==> config.mk <==
export PLATFORM = sky130hd
export DESIGN_NAME = write_control
export DESIGN_NICKNAME = d
export VERILOG_FILES = /design/src/rtl/write_control.sv
export SDC_FILE = /design/constraint.sdc
export NUM_CORES = 1
export LEC_CHECK = 0
export ABC_AREA = 0
export CAP_MARGIN = 25
export CORE_MARGIN = 2
export CORE_UTILIZATION = 41
export CTS_CLUSTER_DIAMETER = 120
export CTS_CLUSTER_SIZE = 30
export DETAILED_ROUTE_END_ITERATION = 12
export HOLD_SLACK_MARGIN = 0.15
export PLACE_DENSITY = 0.78
export SYNTH_ARGS = -nofsm -noshare
export SYNTH_HDL_FRONTEND = slang
export SYNTH_SLANG_ARGS = --single-unit
==> constraint.sdc <==
create_clock -name w_clk -period 2.41 [get_ports w_clk]
set_input_delay 0.241 -clock w_clk [delete_from_list [all_inputs] [get_ports w_clk]]
set_output_delay 0.241 -clock w_clk [all_outputs]
set_load 0.02 [all_outputs]
==> src/rtl/write_control.sv <==
// Write-side controller of an async FIFO: write pointers, Gray pointer export, read-pointer sync, full/overflow.
// Define WR_LEVEL_EN to add the w_level and almost_full outputs.
module write_control #(
    parameter int ADDR_WIDTH = 3,
    parameter int AF_MARGIN  = 1,
    localparam int PW        = ADDR_WIDTH + 1
) (
    input  logic                  w_clk,
    input  logic                  wrst,
    input  logic                  w_en,
    input  logic [PW-1:0]         g_rptr,
    input  logic                  ovf_clr,
    output logic [PW-1:0]         b_wptr,
    output logic [PW-1:0]         g_wptr,
    output logic [ADDR_WIDTH-1:0] w_addr,
    output logic                  mem_we,
    output logic                  full,
    output logic                  ovf
`ifdef WR_LEVEL_EN
    ,
    output logic [PW-1:0]         w_level,
    output logic                  almost_full
`endif
);

    logic [PW-1:0] g_rptr_meta;
    logic [PW-1:0] g_rptr_sync;
    logic [PW-1:0] b_wptr_next;
    logic [PW-1:0] g_wptr_next;
    logic [PW-1:0] g_rptr_full;
    logic          accept;

    // Plain two-flop synchronizer; nothing may sit between the flops.
    always_ff @(posedge w_clk or posedge wrst) begin
        if (wrst) begin
            g_rptr_meta <= '0;
            g_rptr_sync <= '0;
        end else begin
            g_rptr_meta <= g_rptr;
            g_rptr_sync <= g_rptr_meta;
        end
    end

    // Handshake: w_en is the producer's valid, ~full is our ready; a write
    // transfers in any cycle where both are high, and mem_we marks exactly that cycle.
    assign accept      = w_en & ~full;
    assign mem_we      = accept;
    assign b_wptr_next = b_wptr + {{(PW-1){1'b0}}, accept};
    assign g_wptr_next = (b_wptr_next >> 1) ^ b_wptr_next;
    assign g_rptr_full = {~g_rptr_sync[PW-1:PW-2], g_rptr_sync[PW-3:0]};
    assign w_addr      = b_wptr[ADDR_WIDTH-1:0];

    always_ff @(posedge w_clk or posedge wrst) begin
        if (wrst) begin
            b_wptr <= '0;
            g_wptr <= '0;
            full   <= 1'b0;
        end else begin
            b_wptr <= b_wptr_next;
            g_wptr <= g_wptr_next;
            full   <= (g_wptr_next == g_rptr_full);
        end
    end

    // Setting wins over clearing so a refused write is never lost.
    always_ff @(posedge w_clk or posedge wrst) begin
        if (wrst) begin
            ovf <= 1'b0;
        end else if (w_en & full) begin
            ovf <= 1'b1;
        end else if (ovf_clr) begin
            ovf <= 1'b0;
        end
    end

`ifdef WR_LEVEL_EN
    localparam int            DEPTH    = 1 << ADDR_WIDTH;
    localparam logic [PW-1:0] AF_LEVEL = PW'(DEPTH - AF_MARGIN);

    function automatic logic [PW-1:0] gray2bin(input logic [PW-1:0] g);
        logic [PW-1:0] b;
        b[PW-1] = g[PW-1];
        for (int i = PW - 2; i >= 0; i--) begin
            b[i] = b[i+1] ^ g[i];
        end
        return b;
    endfunction

    logic [PW-1:0] level_next;
    assign level_next = b_wptr_next - gray2bin(g_rptr_sync);

    always_ff @(posedge w_clk or posedge wrst) begin
        if (wrst) begin
            w_level     <= '0;
            almost_full <= 1'b0;
        end else begin
            w_level     <= level_next;
            almost_full <= (level_next >= AF_LEVEL);
        end
    end
`endif

endmodule

==> results.txt <==
----------------------------------------------------
[Finish]
  Fill cells ... 123
  Number of inserted diodes ... 0
  # nets final ... 76
  Ratio of cells with drive above 1 in the final layout ... 9.23%
  Synth-to-Final Area Change ... 38.4%

[Route]
  Antenna Violating Nets Remaining ... 0
  Number of vias per cell ... 4.68
  Vias ... 379
  Final routed DRC violation total ... 0
  Iteration-0 DRC Markers ... 2
  WL final ... 921 um
  Pre-antenna DRT Iters ... 4
  DR WL/cell ... 11.4 um

[Pwr]
  Leakage ... 0.377 nW
  Power Dens Cells ... 1460 nW/um^2
  Peak supply drop ... 654 uV

[Worst setup path]
  Type of origin of the critical path ... primary input
  Data arrival time of the critical path ... 2.19 ns
  Critical path type ... primary input to flip-flop
  Reg2Reg Setup Slack ... 0.46 ns
  Crit. End Element ... flip-flop
  Maximum fanout encountered on the critical timing path ... 3
  Worst path required time ... 2.62 ns

[Clocking]
  Clock Root Buffer ... clkbuf_4
  CTS hold repair buffers ... 0
  Worst-case clock buffer depth ... 2
  Reg clk slew, reported paths ... 0.10 ns
  Post-CTS repair timing setup buffer count ... 0
  Clock sinks ... 17
  CTS Buf Count ... 3
  Quantity of gates resized following cts ... 0
  TritonCTS clock tree ... yes
  Latest clock arrival within the worst-skew pair ... 0.29 ns
  Clock H-tree levels ... 1

[Logic synthesis]
  Yosys reg bits ... 17
  Number of synthesis warnings ... 0
  Register area share after synthesis ... 68.7%
  Library cells used by synthesis ... 13
  Gate count of the mapped netlist ... 43
  Synthesized net count ... 53
  Share of the synthesized area in the top cell type ... 68.7%
  Top cells by area, synth ... dfrtp_1, xor2_1, buf_4
  Cell type with the largest total area after synthesis ... dfrtp_1
  Post-synthesis average cell area ... 14.4 um^2
  Area of the mapped netlist ... 619 um^2

[Timing]
  Number of setup violations in the final report ... 0
  Period utilisation layout ... 82.1%
  Measured slew at the worst slew-check pin ... 0.610 ns
  Endpoints failing hold ... 0
  Final-report max-slew violation count ... 0
  Max-Slew Margin vs Limit ... 59.3%
  Minimum period implied by the final worst setup slack ... 1.98 ns
  Aggregate negative setup slack ... 0 ns
  Maximum operating frequency ... 0.505 GHz
  Final hold slack ... 0.309 ns
  RSZ-0062 raised after global routing ... false
  Final clock skew ... 0.00453 ns

[Floorplan]
  Core footprint ... 1450 um^2
  Horizontal extent of the die ... 42.9 um
  Overall die area ... 1840 um^2
  Initial Utilization ... 42.6%
  Die extent in y ... 42.9 um
  Number of rows in the core area ... 14
  Boundary Pins ... 22

[Global routing]
  Global-route usage over all layers ... 12.4%
  Number of antenna violations at the first check in global routing ... 0
  Wire length of the first global-routing pass ... 1630 um
  Pin count of the biggest net entering global routing ... 18
  Total overflow reported by the global router ... 0
  Number of global-route vias before repair ... 406

[Placed design]
  IO buf count ... 21
  Routability congestion estimate ... 0.657

[Status]
  Status ... finished, final reports clean

[Min path]
  Hold WC Path Type ... primary input to asynchronous set/reset pin

[Flow run]
  Maxcap violations ... 0

----------------------------------------------------
-- registers in the layout (all words and copies together), names as in the netlist --
name         flops
full             1
ovf              1
b_wptr           4
g_rptr_sync      4
g_wptr           3
g_rptr_meta      4
-- layer usage --
layer | vias up | part of all wire, % | global-route usage (%)
met5 | - | 0 | 0
met4 | 0 | 0 | 5.63
met3 | 0 | 7.2 | 3.83
met2 | 19 | 55 | 22.7
met1 | 185 | 37 | 12.5
li1 | 175 | - | -
-- kinds of logic (layout without fill, tap and decap cells) --
group | Yosys count | in the layout | share of synthesized area, %
buffers and inverters | 7 | 29 | 6.67
AO/OA/AOI/OAI | 2 | 2 | 2.02
adder cells (fa/ha/maj) | 2 | 2 | 4.04
AND/OR/NAND/NOR | 7 | 7 | 6.06
XOR/XNOR | 8 | 8 | 12.5
flip-flops | 17 | 17 | 68.7
-- report_power, final --
part	total (W)	internal [W]	switching, W
logic	0.000676	0.000328	0.000348
registers	0.000426	0.000375	0.0000511
clock network	0.000153	0.0000630	0.0000896
total	0.00126	0.000766	0.000489
-- synthesized netlist by cell type, drive strengths merged --
| master | n |
|---|---|
| dfrtp | 17 |
| xor2 | 7 |
| buf | 4 |
| inv | 3 |
| nand3 | 3 |
| ha | 2 |
| or3 | 2 |
| a22oi | 1 |
| nand2 | 1 |
| nor2b | 1 |
| o21ai | 1 |
| xnor2 | 1 |
-- cell type report --
cell class | instances | area [um^2] | area share (%)
well taps | 16 | 20.0 | 2.34
multi-input cells | 19 | 153 | 17.8
repair buffers | 22 | 218 | 25.4
clock buffers | 3 | 22.5 | 2.63
clock inverters | 1 | 7.51 | 0.876
flip-flops and latches | 17 | 425 | 49.6
inverters | 3 | 11.3 | 1.31
-- path summary, 6_finish.rpt --
path | start | endpoint | depth (start not counted)
max in group asynchronous | wrst | g_rptr_meta[3] | 2
worst max-delay path | w_en | full | 8
min in group w_clk | g_rptr_meta[3] | g_rptr_sync[3] | 0
worst min-delay path | wrst | g_rptr_meta[1] | 2
worst min register to register | g_rptr_meta[3] | g_rptr_sync[3] | 0
worst max register to register | full | full | 7
-- metrics by stage --
step | instance area, um^2 | std cells | total power (W) | setup slack [ns] | util, %
after floorplan | 619 | 43 | 0.000854 | 0.167 | -
after global placement | 827 | 77 | 0.00109 | 0.202 | 56.9
after detailed placement | 827 | 77 | 0.00113 | 0.106 | 56.9
after CTS | 857 | 81 | 0.00128 | 0.414 | 59.0
after global routing | 857 | 81 | 0.00134 | 0.285 | 59.0
final | 857 | 81 | 0.00126 | 0.431 | 59.0
-- cells in the final DEF (no fill, tap or decap), drive strengths merged --
cell type,count
nor2b,1
clkbuf,3
dfrtp,17
o21ai,1
xnor2,1
or3,2
nand2,1
buf,1
nand3,3
a22oi,1
ha,2
clkinvlp,1
clkdlybuf4s50,21
xor2,7
inv,3
-- worst max-delay path, stage by stage --
cell and delay (ns):
clkdlybuf4s50_1 0.47, nor2b_1 0.17, ha_1 0.20, ha_1 0.21, xor2_2 0.23, xor2_1 0.13, or3_1 0.37, a22oi_1 0.18
No activity file was read; power rests on OpenSTA's default activity.
